$ cat src/rtl/ice_bar_pkg.sv
// Shared encodings, FSM state codes and default constants for the ice-bar
// dispense controller and its timer.
package ice_bar_pkg;

    localparam int unsigned STOCK_W = 4;
    localparam int unsigned CHG_W   = 3;
    localparam int unsigned TMR_W   = 16;

    localparam int unsigned DEF_MOTOR_TO  = 16;
    localparam int unsigned DEF_PAY_TO    = 8;
    localparam int unsigned DEF_STOCK_MAX = 15;

    // Coin encodings used by the upstream vending FSM.
    typedef enum logic [1:0] {
        NOTHING = 2'd0,
        NIS_2   = 2'd1,
        NIS_5   = 2'd2
    } coin_t;

    localparam logic [1:0] ST_IDLE     = 2'd0;
    localparam logic [1:0] ST_DISPENSE = 2'd1;
    localparam logic [1:0] ST_PAYOUT   = 2'd2;
    localparam logic [1:0] ST_FAULT    = 2'd3;

endpackage

$ cat src/rtl/ice_bar_timer.sv
// Shared watchdog counter: clear, count enable and terminal-count compare
// against a runtime-selected limit (motor or payout timeout).
module ice_bar_timer
    import ice_bar_pkg::*;
(
    input  logic             clk,
    input  logic             nrst,
    input  logic             clr,
    input  logic             en,
    input  logic [TMR_W-1:0] limit,
    output logic             tc_c
);

    logic [TMR_W-1:0] cnt;

    always_ff @(posedge clk) begin
        if (nrst) begin
            cnt <= '0;
        end else if (clr) begin
            cnt <= '0;
        end else if (en) begin
            cnt <= cnt + TMR_W'(1);
        end
    end

    // High during the last allowed cycle of the current timed phase.
    assign tc_c = (cnt == (limit - TMR_W'(1)));

endmodule

$ cat src/rtl/ice_bar_dispense_ctrl.sv
// Ice-bar dispense controller: runs the release motor, pays change one coin
// at a time through the hopper handshake, and tracks remaining stock.
module ice_bar_dispense_ctrl
    import ice_bar_pkg::*;
#(
    parameter int unsigned MOTOR_TO  = DEF_MOTOR_TO,
    parameter int unsigned PAY_TO    = DEF_PAY_TO,
    parameter int unsigned STOCK_MAX = DEF_STOCK_MAX
) (
    input  logic               clk,
    input  logic               nrst,
    input  logic               rls_in,
    input  logic [CHG_W-1:0]   change_in,
    input  logic               bar_sensed,
    input  logic               pay_ack,
    input  logic               refill,
    input  logic               clr_fault,
    output logic               coin_en,
    output logic               motor,
    output logic               pay_req,
    output logic [STOCK_W-1:0] stock,
    output logic               busy,
    output logic               fault
);

    logic [1:0]         state;
    logic [1:0]         state_nxt;
    logic [STOCK_W-1:0] stock_nxt;
    logic [CHG_W-1:0]   pay_cnt;
    logic [CHG_W-1:0]   pay_cnt_nxt;
    logic               motor_nxt;
    logic               pay_req_nxt;
    logic               evt_c;
    logic               tmr_clr;
    logic               tmr_en;
    logic               tmr_tc_c;
    logic [TMR_W-1:0]   tmr_limit;

    assign evt_c     = rls_in || (change_in != '0);
    assign tmr_limit = (state == ST_DISPENSE) ? TMR_W'(MOTOR_TO) : TMR_W'(PAY_TO);

    ice_bar_timer u_timer (
        .clk   (clk),
        .nrst  (nrst),
        .clr   (tmr_clr),
        .en    (tmr_en),
        .limit (tmr_limit),
        .tc_c  (tmr_tc_c)
    );

    always_ff @(posedge clk) begin
        if (nrst) begin
            state <= ST_IDLE;
        end else begin
            state <= state_nxt;
        end
    end

    // Datapath and output registers; status flags decode the next state.
    always_ff @(posedge clk) begin
        if (nrst) begin
            stock   <= '0;
            pay_cnt <= '0;
            motor   <= 1'b0;
            pay_req <= 1'b0;
            busy    <= 1'b0;
            fault   <= 1'b0;
            coin_en <= 1'b0;
        end else begin
            stock   <= stock_nxt;
            pay_cnt <= pay_cnt_nxt;
            motor   <= motor_nxt;
            pay_req <= pay_req_nxt;
            busy    <= (state_nxt != ST_IDLE);
            fault   <= (state_nxt == ST_FAULT);
            coin_en <= (state_nxt == ST_IDLE) && (stock_nxt != '0);
        end
    end

    always_comb begin
        state_nxt   = state;
        stock_nxt   = stock;
        pay_cnt_nxt = pay_cnt;
        motor_nxt   = 1'b0;
        pay_req_nxt = 1'b0;
        tmr_clr     = 1'b1;
        tmr_en      = 1'b0;

        case (state)
            ST_IDLE: begin
                if (evt_c) begin
                    pay_cnt_nxt = change_in;
                    if (rls_in && (stock != '0)) begin
                        state_nxt = ST_DISPENSE;
                        motor_nxt = 1'b1;
                    end else if (change_in != '0) begin
                        state_nxt   = ST_PAYOUT;
                        pay_req_nxt = 1'b1;
                    end
                end else if (refill) begin
                    stock_nxt = STOCK_W'(STOCK_MAX);
                end
            end

            // A bar seen on the terminal cycle still counts as a normal drop.
            ST_DISPENSE: begin
                if (bar_sensed) begin
                    if (stock != '0) begin
                        stock_nxt = stock - STOCK_W'(1);
                    end
                    if (pay_cnt != '0) begin
                        state_nxt   = ST_PAYOUT;
                        pay_req_nxt = 1'b1;
                    end else begin
                        state_nxt = ST_IDLE;
                    end
                end else if (tmr_tc_c) begin
                    state_nxt = ST_FAULT;
                end else begin
                    motor_nxt = 1'b1;
                    tmr_clr   = 1'b0;
                    tmr_en    = 1'b1;
                end
            end

            // pay_req low for one cycle after each ack; acks in that gap are ignored.
            ST_PAYOUT: begin
                if (pay_cnt == '0) begin
                    state_nxt = ST_IDLE;
                end else if (pay_req) begin
                    if (pay_ack) begin
                        pay_cnt_nxt = pay_cnt - CHG_W'(1);
                        if (pay_cnt == CHG_W'(1)) begin
                            state_nxt = ST_IDLE;
                        end
                    end else if (tmr_tc_c) begin
                        state_nxt = ST_FAULT;
                    end else begin
                        pay_req_nxt = 1'b1;
                        tmr_clr     = 1'b0;
                        tmr_en      = 1'b1;
                    end
                end else begin
                    pay_req_nxt = 1'b1;
                end
            end

            ST_FAULT: begin
                if (clr_fault) begin
                    state_nxt   = ST_IDLE;
                    pay_cnt_nxt = '0;
                end
            end

            default: begin
                state_nxt = ST_IDLE;
            end
        endcase
    end

endmodule

$ cat config.mk
export PLATFORM = sky130hd
export DESIGN_NAME = ice_bar_dispense_ctrl
export DESIGN_NICKNAME = d
export VERILOG_FILES = /design/src/rtl/ice_bar_pkg.sv /design/src/rtl/ice_bar_timer.sv /design/src/rtl/ice_bar_dispense_ctrl.sv
export SDC_FILE = /design/constraint.sdc
export NUM_CORES = 1
export LEC_CHECK = 0
export ABC_CLOCK_PERIOD_IN_PS = 2000
export BUFFER_PORTS_ARGS = -buffer_cell sky130_fd_sc_hd__buf_2
export CORE_MARGIN = 1
export CORE_UTILIZATION = 52
export DETAILED_ROUTE_END_ITERATION = 6
export PLACE_DENSITY = 0.87
export REMOVE_ABC_BUFFERS = 1
export SETUP_SLACK_MARGIN = 0.2
export SLEW_MARGIN = 5
export SYNTH_ARGS = -nofsm -noshare
export SYNTH_HDL_FRONTEND = slang
export SYNTH_SLANG_ARGS = --single-unit
$ cat constraint.sdc
create_clock -name clk -period 2 [get_ports clk]
set_input_delay 0.1 -clock clk [delete_from_list [all_inputs] [get_ports clk]]
set_output_delay 0.1 -clock clk [all_outputs]
set_load 0.02 [all_outputs]
Word-level counts from Yosys, hierarchy flattened

Cells that the tools add are included.

Register bits after elaboration: 30
Word-level logic and storage cells: 85
Output and inout port bits: 9
Input bits: 10

Multiplexer cells: 47
Add/sub/neg operators: 4
Reductions and logical operators: 14
Equality and inequality tests: 11

Operator list:

| operator                                                           | number |
|---|---|
| 2-bit 2-to-1 mux                                                   | 11 |
| 1-bit 2-to-1 mux                                                   | 19 |
| 16-bit by 1-bit adder with 16-bit output, second input constant    | 1 |
| 16-bit == test                                                     | 1 |
| 4-bit 2-to-1 mux                                                   | 4 |
| 3-bit 2-to-1 mux                                                   | 5 |
| 2-bit != test, second input constant                               | 5 |
| 3-bit one-hot mux with 3 select lines                              | 1 |
| 3-bit nonzero test                                                 | 3 |
| 2-bit one-hot mux with 4 select lines                              | 1 |
| 4-bit one-hot mux with 2 select lines                              | 1 |
| 4-bit nonzero test                                                 | 2 |
| 2-bit == test, second input constant                               | 3 |
| 1-bit one-hot mux with 2 select lines                              | 3 |
| 6-bit AND reduction                                                | 1 |
| 5-bit by 1-bit subtractor with 6-bit output, second input constant | 1 |
| 5-bit 2-to-1 mux                                                   | 1 |
| 2-bit logical NOT                                                  | 2 |
| 4-bit by 1-bit subtractor with 4-bit output, second input constant | 1 |
| 3-bit by 1-bit == test with 1-bit output, second input constant    | 1 |
| 3-bit logical NOT                                                  | 1 |
| 1-bit one-hot mux with 3 select lines                              | 1 |
| 3-bit by 1-bit subtractor with 3-bit output, second input constant | 1 |
| 2-bit by 1-bit == test with 1-bit output, second input constant    | 1 |
| other kinds (4)                                                    | 5 |

Logic depth before layout (Yosys ltp)

Gate-level depths: netlist of the first run.

Depth in word-level cells: 11
Gate-level depth with buffers: 10
Gate-level depth less buffers: 7

Modules after synthesis

Synthesis of the first run repeated with hierarchy kept, for this count alone.

Cells, all modules: 272
Area total of the unflattened synthesis: 2154.6 um^2

By module, submodules not included:

| module                | seq. area each (um^2) | times used | cells each | area an instance (um^2) |
|---|---|---|---|---|
| ice_bar_timer         | 320.3                 | 1          | 156        | 1233.7 |
| ice_bar_dispense_ctrl | 280.3                 | 1          | 116        | 920.9 |

Least setup slack after synthesis of the first run

OpenSTA, ideal clock, no wires.

Kind: register to register
From: reg pay_cnt[0]
To: reg u_timer.cnt[7]
Period minus slack after synthesis: 2098 ps
Setup slack: -98 ps
Data arrival time: 2028 ps
Required time: 1929 ps
Buffers on the path: 1
Stages on the path, launching flop included: 9
Library setup time: 71 ps
Cells stage by stage: dfxtp_1 inv_1 ha_1 or2b_2 a41oi_2 a211o_1 buf_6 or4_1 a21oi_1

Cells in the longest elaborated chain, start to end: 4
Elaborated cells between the ends (all ways): 6
Classes of those cells: mux: 4; reduce/logical: 2

Ends and longest elaborated chain:

| what                                  | RTL line                     | source |
|---|---|---|
| start: declaration                    | ice_bar_dispense_ctrl.sv:29  | `logic [CHG_W-1:0] pay_cnt;` |
| start signal: assignment              | ice_bar_dispense_ctrl.sv:71  | `pay_cnt <= pay_cnt_nxt;` |
| 3-bit logical NOT (*)                 | ice_bar_dispense_ctrl.sv:128 | `if (pay_cnt == '0) begin` |
| 1-bit 2-to-1 mux                      | ice_bar_dispense_ctrl.sv:128 |  |
| 1-bit one-hot mux with 2 select lines | ice_bar_dispense_ctrl.sv:89  | `case (state)` |
| 2-bit OR reduction (no line)          | --                           |  |
| end signal: assignment                | ice_bar_timer.sv:22          | `cnt <= cnt + TMR_W'(1);` |
| end: declaration                      | ice_bar_timer.sv:14          | `logic [TMR_W-1:0] cnt;` |

Mark *: on every way between the ends. The rest lies on a longest branch, timed or not.
A chain may end at the register's enable or synchronous reset.

Worst setup path in the final report of the first run

From: reg u_timer.cnt[1]
To: reg u_timer.cnt[13]

Cells in the longest elaborated chain, start to end: 7
Elaborated cells between the ends (all ways): 15
Classes of those cells: add/sub: 1; eq/ne: 1; mux: 12; reduce/logical: 1

Ends and longest elaborated chain:

| what                                  | RTL line                                                   | source |
|---|---|---|
| 16-bit == test                        | ice_bar_timer.sv:27                                        | `assign tc_c = (cnt == (limit - TMR_W'(1)));` |
| 1-bit 2-to-1 mux                      | ice_bar_dispense_ctrl.sv:117, ice_bar_dispense_ctrl.sv:136 |  |
| 1-bit 2-to-1 mux                      | ice_bar_dispense_ctrl.sv:131                               | `if (pay_ack) begin` |
| 1-bit 2-to-1 mux                      | ice_bar_dispense_ctrl.sv:130                               | `end else if (pay_req) begin` |
| 1-bit 2-to-1 mux                      | ice_bar_dispense_ctrl.sv:128                               |  |
| 1-bit one-hot mux with 2 select lines | ice_bar_dispense_ctrl.sv:89                                |  |
| 2-bit OR reduction (no line)          | --                                                         |  |

Parallel ways exist; a longest one is shown, timed or not.

==> results of run 1 <==
[layout make-up]
cell class	instances	area [µm²]	area share, %
inverter	13	48.8	1.84
tap	44	55.1	2.08
clock inverter	2	12.5	0.472
clock buffer	6	51.3	1.93
sequential	30	612	23.1
timing repair buffer	71	522	19.7
multi-input combinational	167	1350	50.9
[through the flow]
step / cells / total power [µW] / setup TNS, ns / area [µm²] / hold WS, ns
2_1_floorplan: 210 / 1500 / -2.83 / 1730 / 0.169
3_3_place_gp: 314 / 2060 / -0.0573 / 2190 / 0.416
3_5_place_dp: 314 / 2100 / -0.706 / 2190 / 0.424
4_1_cts: 332 / 2700 / 0 / 2460 / 0.0357
5_1_grt: 333 / 3280 / -0.798 / 2650 / 0.0686
6_report: 333 / 3100 / 0 / 2650 / 0.0470
[layer usage]
| layer | GRT usage [%] | routed length, µm | up-vias |
|---|---|---|---|
| li1 | - | - | 963 |
| met1 | 29.8 | 2390 | 967 |
| met2 | 55.7 | 3050 | 133 |
| met3 | 8.96 | 433 | 48 |
| met4 | 16.9 | 352 | 0 |
| met5 | 0 | 0 | - |
[cells in the mapped netlist (3+ instances only)]
| master | instances | share of area (%) |
|---|---|---|
| or4_1 | 9 | 3.8 |
| inv_1 | 13 | 2.7 |
| buf_2 | 3 | 0.84 |
| nor3_1 | 5 | 1.4 |
| o31ai_1 | 11 | 4.6 |
| clkbuf_1 | 4 | 0.84 |
| nand2_1 | 14 | 3.0 |
| a21oi_1 | 22 | 6.2 |
| nor2_1 | 12 | 2.5 |
| nand4_1 | 5 | 1.8 |
| nor4_1 | 5 | 1.8 |
| a31oi_1 | 4 | 1.4 |
| dfxtp_1 | 30 | 34 |
| ha_1 | 10 | 7.0 |
| nor2b_1 | 5 | 1.8 |
| nand3_1 | 11 | 3.1 |
| or3_1 | 7 | 2.5 |
| o21ai_0 | 14 | 3.9 |
| o221ai_1 | 3 | 1.5 |
[worst max-delay path: stages (launching register included)]
cell and delay (ns):
dfxtp_2 0.35, ha_4 0.15, and2_4 0.16, and4_4 0.18
a211o_1 0.36, buf_6 0.16, or4_4 0.42, a21oi_2 0.15
[sequential cells by signal (all words and copies together), names as in the netlist]
register	count
pay_cnt	3
coin_en	1
fault	1
u_timer.cnt	16
stock	4
motor	1
state	2
pay_req	1
busy	1
[layout by cell type (no fill, tap or decap), types with 6 or more instances in the layout]
cell type	synthesis	final
a21oi_1	22	17
buf_2	3	18
buf_4	1	44
buf_6	1	9
dfxtp_1	30	23
dfxtp_2	0	6
inv_1	13	9
nand2_1	14	13
nand3_1	11	11
nor2_1	12	11
o21ai_0	14	13
o31ai_2	0	6
or3_1	7	7
or4_1	9	7
[how the worst min path moves through the flow]
stage | startpoint | to | slack (ns) | cells after the start
after detailed placement | change_in[0] | pay_cnt[0] | 0.42 | 3
after global routing | change_in[0] | pay_cnt[0] | 0.07 | 3
final | change_in[0] | pay_cnt[0] | 0.05 | 3
after floorplan | nrst | busy | 0.17 | 1
after CTS | change_in[0] | pay_cnt[0] | 0.04 | 3
after global placement | change_in[0] | pay_cnt[0] | 0.42 | 3
[what timing repair did]
item                       CTS  global route
resized for setup           36            37
buffers inserted             9             1
pin swaps                   32            13
setup endpoints to repair   25            25
cloned                       1             0
[report_power, final]
| part | internal [µW] | switching (µW) | leakage [µW] | total, µW |
|---|---|---|---|---|
| combinational | 888 | 1050 | 0.000784 | 1940 |
| sequential | 688 | 58.0 | 0.000247 | 746 |
| clock | 169 | 245 | 0.0000343 | 414 |
[kinds of logic (layout without fill, tap and decap cells)]
| logic type | Yosys count | in the layout | synth area share (%) |
|---|---|---|---|
| simple gates | 83 | 83 | 25.6 |
| compound gates | 69 | 69 | 25.5 |
| flops | 30 | 30 | 33.8 |
| buf+inv | 22 | 92 | 5.49 |
| fa+ha+maj | 10 | 10 | 7.04 |
| xor+xnor | 3 | 3 | 1.48 |
| mux | 2 | 2 | 1.13 |
==> key figures, run 1 <==
Worst hold path
  – Hold WC Path Type: input pin to flop

Route
  – Post-DRT Antenna Nets: 0
  – Wirelength, routed: 6220 µm
  – Wire per inst: 18.7 µm
  – Vias: 2,111
  – DRC Markers: 1
  – Iter 0 DRT Violations: 306
  – DRT Pass-1 Iters: 7
  – DR vias/cell: 6.34

Setup path
  – CP endpoint kind: flop
  – Worst setup path startpoint: u_timer.cnt[1]
  – CP required: 2.28 ns
  – WS Path Type: flop to flop
  – RR Startpoint: u_timer.cnt[1]
  – Maximum fanout along the worst path: 6
  – R2r endpoint: u_timer.cnt[13]
  – Reg2reg path depth: 7
  – Worst setup SP type: flop
  – Critical path arrival: 2.27 ns
  – Crit path capture: u_timer.cnt[13]
  – Setup slack, reg-to-reg: 0.009 ns

Synth
  – Synth Register Bits: 30
  – Yosys warns: 0
  – Yosys cell types: 44
  – Ys async rst share: 0%
  – Post-Syn Area: 1780 µm²
  – EDFF count, synth: 0
  – Top FF cell, synth: dfxtp_1
  – Syn Inst Count: 219
  – Mapped Avg Cell Area: 8.11 µm²
  – Sequential area share after synthesis: 33.8%

Power and ir drop
  – VDD IR max: 0.633 mV
  – Lkg Pwr: 0.00107 µW
  – PwrDens: 1170 nW/µm²

STA
  – Final period utilization: 99.5%
  – Min Tclk post-route: 1.99 ns
  – RSZ-0062 raised after global routing: true
  – Max-slew violation count: 0
  – Max Freq: 502 MHz
  – Least-Margin Pin Slew: 0.444 ns
  – Final WS setup: 0.00918 ns
  – Clock skew: 0.0110 ns
  – Final hold violation count: 0
  – Slew Limit Headroom: 70.0%
  – Endpoints failing setup: 0

Final layout
  – Layout cells sized above 1: 46.4%
  – P&R area growth vs syn: 49.3%
  – Fillers: 173
  – Final core utilization: 84.1%
  – Number of diodes: 0
  – Nets: 308

CTS
  – CTS tree: done
  – CTS Hold Bufs: 0
  – Clk sinks: 30
  – Clock root cell: clkbuf_4
  – H-tree levels: 2
  – Num CTS Buffers: 5
  – Max Buffers Root-to-Sink: 2
  – Clock latency on the worst-skew pair: 0.36 ns
  – Worst-path clk slew: 0.11 ns

Run status
  – Run status: finished with violations
  – Failing checks: design-rule violations

GRT
  – Initial antenna violation count: 0
  – Grt ovf: 0
  – Largest net degree at the start of global routing: 17
  – Number of global-route vias before repair: 1,913
  – Global-route wire length before repair: 8030 µm
  – Gr usage total: 30.1%

Place
  – Routability cong.: 0.888
  – Pre-CTS setup slack: -0.0835 ns
  – Port Buffers: 18
  – Post-DP HPWL: 3290 µm

Floorplan
  – Initial core utilization: 56.3%
  – Row count: 20
  – Placeable Area: 3150 µm²
  – Die ar.: 3650 µm²
  – Num ports: 19
  – Die width: 60.5 µm
  – Die Y: 60.5 µm

Job
  – Max-cap violations: 0
(Power assumes the default switching activity.)
==> inputs of run 2 (changes only) <==
--- a/config.mk
+++ b/config.mk
@@ -5,10 +5,11 @@
 export SDC_FILE = /design/constraint.sdc
 export NUM_CORES = 1
 export LEC_CHECK = 0
+export ABC_AREA = 1
 export ABC_CLOCK_PERIOD_IN_PS = 2000
 export BUFFER_PORTS_ARGS = -buffer_cell sky130_fd_sc_hd__buf_2
 export CORE_MARGIN = 1
-export CORE_UTILIZATION = 52
+export CORE_UTILIZATION = 53
 export DETAILED_ROUTE_END_ITERATION = 6
 export PLACE_DENSITY = 0.87
 export REMOVE_ABC_BUFFERS = 1
==> key figures, run 2 <==
Setup path
  – Maximum fanout along the worst path: 8 (+2)
  – WS Path Type: flop to flop
  – Setup slack, reg-to-reg: 0.26 ns (+0.25 ns)
  – CP required: 2.22 ns (-0.06 ns)
  – Worst setup SP type: flop
  – RR Startpoint: state[1]
  – R2r endpoint: u_timer.cnt[11]
  – Reg2reg path depth: 13 (+6)
  – CP endpoint kind: flop
  – Critical path arrival: 1.96 ns (-0.31 ns)

Final layout
  – Commonest non-fill, non-tap cell in the layout: nand2_1
  – Nets: 348 (+13%)
  – Layout cells sized above 1: 21.3% (-25 points)
  – Largest Register: u_timer.cnt
  – P&R area growth vs syn: 18.1%
  – Fillers: 298 (+72%)
  – Number of diodes: 0 (unchanged)
  – Biggest regs: u_timer.cnt (16), stock (4), pay_cnt (3)
  – Max reg flops: 16 (unchanged)
  – Most frequent cells in the layout: nand2_1 (67), nand3_1 (40), inv_1 (34)
  – Final core utilization: 65.5% (-19 points)

Synth
  – Yosys warns: 0 (unchanged)
  – Synth Register Bits: 30 (unchanged)
  – Sequential area share after synthesis: 29.6% (-4.2 points)
  – Mapped Avg Cell Area: 6.75 µm² (-17%)
  – Post-Syn Area: 2030 µm² (+14%)
  – Yosys cell types: 30 (-32%)
  – Area leader, netlist: dfxtp_1
  – Syn Inst Count: 301 (+37%)
  – Ys async rst share: 0% (unchanged)
  – EDFF count, synth: 0 (unchanged)
  – Top FF cell, synth: dfxtp_1
  – Top-count cell post-synth: nand2_1
  – Top cells by area, synth: dfxtp_1 (30%), nand2_1 (12%), nand3_1 (10%)
  – Synth cell count leaders: nand2_1 (67), nand3_1 (42), inv_1 (36), nor2_1 (31), dfxtp_1 (30)
  – Synth top area share: 29.6% (-4.2 points)

Worst hold path
  – Hold Path Sink: stock[1]
  – Hold_sp: nrst
  – Hold WC Path Type: input pin to flop
  – Hold path cells: 2 (-1)

GRT
  – Number of global-route vias before repair: 1,858 (-2.9%)
  – M1 GR Usage: 29.6% (-0.19 points)
  – GR peak layer: met2
  – Largest net degree at the start of global routing: 19 (+2)
  – Grt ovf: 0 (unchanged)
  – Initial antenna violation count: 0 (unchanged)
  – Met3 layer usage reported by global route: 5.71% (-3.2 points)
  – Gr usage total: 23.4% (-6.7 points)
  – Met2 Track Usage GR: 38.3% (-17 points)
  – Global-route wire length before repair: 7660 µm (-4.6%)

STA
  – RSZ-0062 raised after global routing: true
  – Clock skew: 0.00545 ns (-0.00556 ns)
  – Final period utilization: 87.0% (-13 points)
  – Max-slew violation count: 0 (unchanged)
  – Worst Hold Margin: 0.0949 ns (+0.0479 ns)
  – Max Freq: 575 MHz (+14%)
  – Slew Limit Headroom: 68.1% (-1.9 points)
  – Final hold violation count: 0 (unchanged)
  – Endpoints failing setup: 0 (unchanged)
  – Least-Margin Pin Slew: 0.475 ns (+0.0310 ns)
  – Setup TNS: 0 ns (unchanged)
  – Min Tclk post-route: 1.74 ns (-0.250 ns)

Place
  – Post-DP HPWL: 3240 µm (-1.5%)
  – Routability cong.: 0.961 (+8.3%)
  – Port Buffers: 18 (unchanged)

CTS
  – Clock latency on the worst-skew pair: 0.28 ns (-0.08 ns)
  – Num CTS Buffers: 5 (unchanged)
  – Clk sinks: 30 (unchanged)
  – Worst-path clk slew: 0.06 ns (-0.05 ns)
  – Clock root cell: clkbuf_8
  – H-tree levels: 2 (unchanged)
  – Max Buffers Root-to-Sink: 2 (unchanged)
  – CTS tree: done

Floorplan
  – Placeable Area: 3660 µm² (+16%)
  – Die width: 63.9 µm (+5.7%)
  – Row count: 22 (+10%)
  – Die ar.: 4080 µm² (+12%)
  – Die Y: 63.9 µm (+5.7%)
  – Initial core utilization: 55.5% (-0.88 points)
  – Num ports: 19 (unchanged)

Run status
  – Run status: finished, final reports clean

Power and ir drop
  – Sequential share of power: 25.8% (+1.7 points)
  – Switching Fraction: 45.4% (+1.7 points)
  – PwrDens: 1270 nW/µm² (+9.1%)
  – Lkg Pwr: 0.000994 µW (-6.7%)
  – VDD IR max: 0.905 mV (+43%)
  – P_int: 1670 µW (-4.5%)
  – Clock power frac: 19.4% (+6.0 points)
  – Net switching power: 1390 µW (+2.5%)
  – Logic pwr share: 54.8% (-7.8 points)

Route
  – DR vias/cell: 5.56 (-12%)
  – Iter 0 DRT Violations: 139 (-55%)
  – DRC Markers: 0 (-1)
  – Post-DRT Antenna Nets: 0 (unchanged)
  – Vias: 2,098 (-0.62%)
  – Wirelength, routed: 5080 µm (-18%)
  – Wire per inst: 13.5 µm (-28%)
  – DRT Pass-1 Iters: 5 (-2)

Job
  – Max-cap violations: 0 (unchanged)
[run 2: cell types whose count changed after synthesis, sizes merged, moves of 9 or more]
cell   change
nand2     +58
xor2       +9
nand3     +32
o31ai     -11
nor2      +23
or4        -9
inv       +24
[run 2: stage by stage]
stage / cell area [µm²] / total power (µW) / setup WS (ns) / std cells
finish: 2400 / 3050 / 0.260 / 377
global route: 2400 / 3260 / 0.163 / 377
CTS: 2270 / 2770 / 0.202 / 372
detailed placement: 2150 / 2140 / 0.162 / 364
global placement: 2150 / 2110 / 0.250 / 364
floorplan: 1980 / 1790 / 0.289 / 295
[run 2: cell type report]
class	count	area, µm²	area share, %
clock buffers	7	76.3	3.18
clock inverters	1	30.0	1.25
inverters	38	148	6.16
multi-input cells	228	1340	55.7
flip-flops and latches	30	606	25.3
well taps	48	60.1	2.51
repair buffers	24	135	5.64
repair inverters	1	6.26	0.261
[run 2: what timing repair did]
action | 4_1_cts | 5_1_grt
hold buffers | 0 | 0
endpoints found under the setup margin | 15 | 24
gates resized for setup | 2 | 24
buffers inserted | 0 | 3
cloned | 0 | 2
pin swaps | 0 | 4
[run 2: power by group through the flow]
stage               registers (µW)  clock network (µW)  logic (µW)
global placement               779                   0        1330
CTS                            769                 599        1400
global route                   796                 621        1840
floorplan                      837                   0         950
finish                         787                 594        1670
detailed placement             780                   0        1360
[run 2: logic make-up (layout without fill, tap and decap cells)]
logic type / count (synthesis) / in the layout / synth area share, %
AO/OA/AOI/OAI: 43 / 43 / 13.1
XOR/XNOR: 14 / 14 / 6.04
adder cells (fa/ha/maj): 10 / 10 / 6.16
buffers and inverters: 44 / 71 / 9.67
flip-flops: 30 / 30 / 29.6
AND/OR/NAND/NOR: 160 / 161 / 35.4
[run 2: critical path, cell delays in order, from the launching register on]
cell and delay (ns):
dfxtp_4 0.36, inv_2 0.07, ha_4 0.16, nand2_1 0.07
inv_1 0.05, nor2_2 0.08, nor2_2 0.05, nand2_4 0.10
nand2_1 0.07, nand2_1 0.08, nand3_2 0.08, nor2_4 0.21
clkinv_4 0.15, a21oi_2 0.13
[run 2: worst max-delay path by stage]
| stage | from | end |
|---|---|---|
| floorplan | state[1] | u_timer.cnt[3] |
| global placement | state[1] | u_timer.cnt[7] |
| detailed placement | state[1] | u_timer.cnt[6] |
| CTS | state[0] | coin_en |
| global route | state[1] | u_timer.cnt[4] |
| finish | state[1] | u_timer.cnt[11] |
[run 2: metal layers]
layer  part of all wire, %  up-vias
met4                   1.3        0
met1                    42      967
met3                   7.7       10
met5                     0        -
li1                      -     1024
met2                    49       97
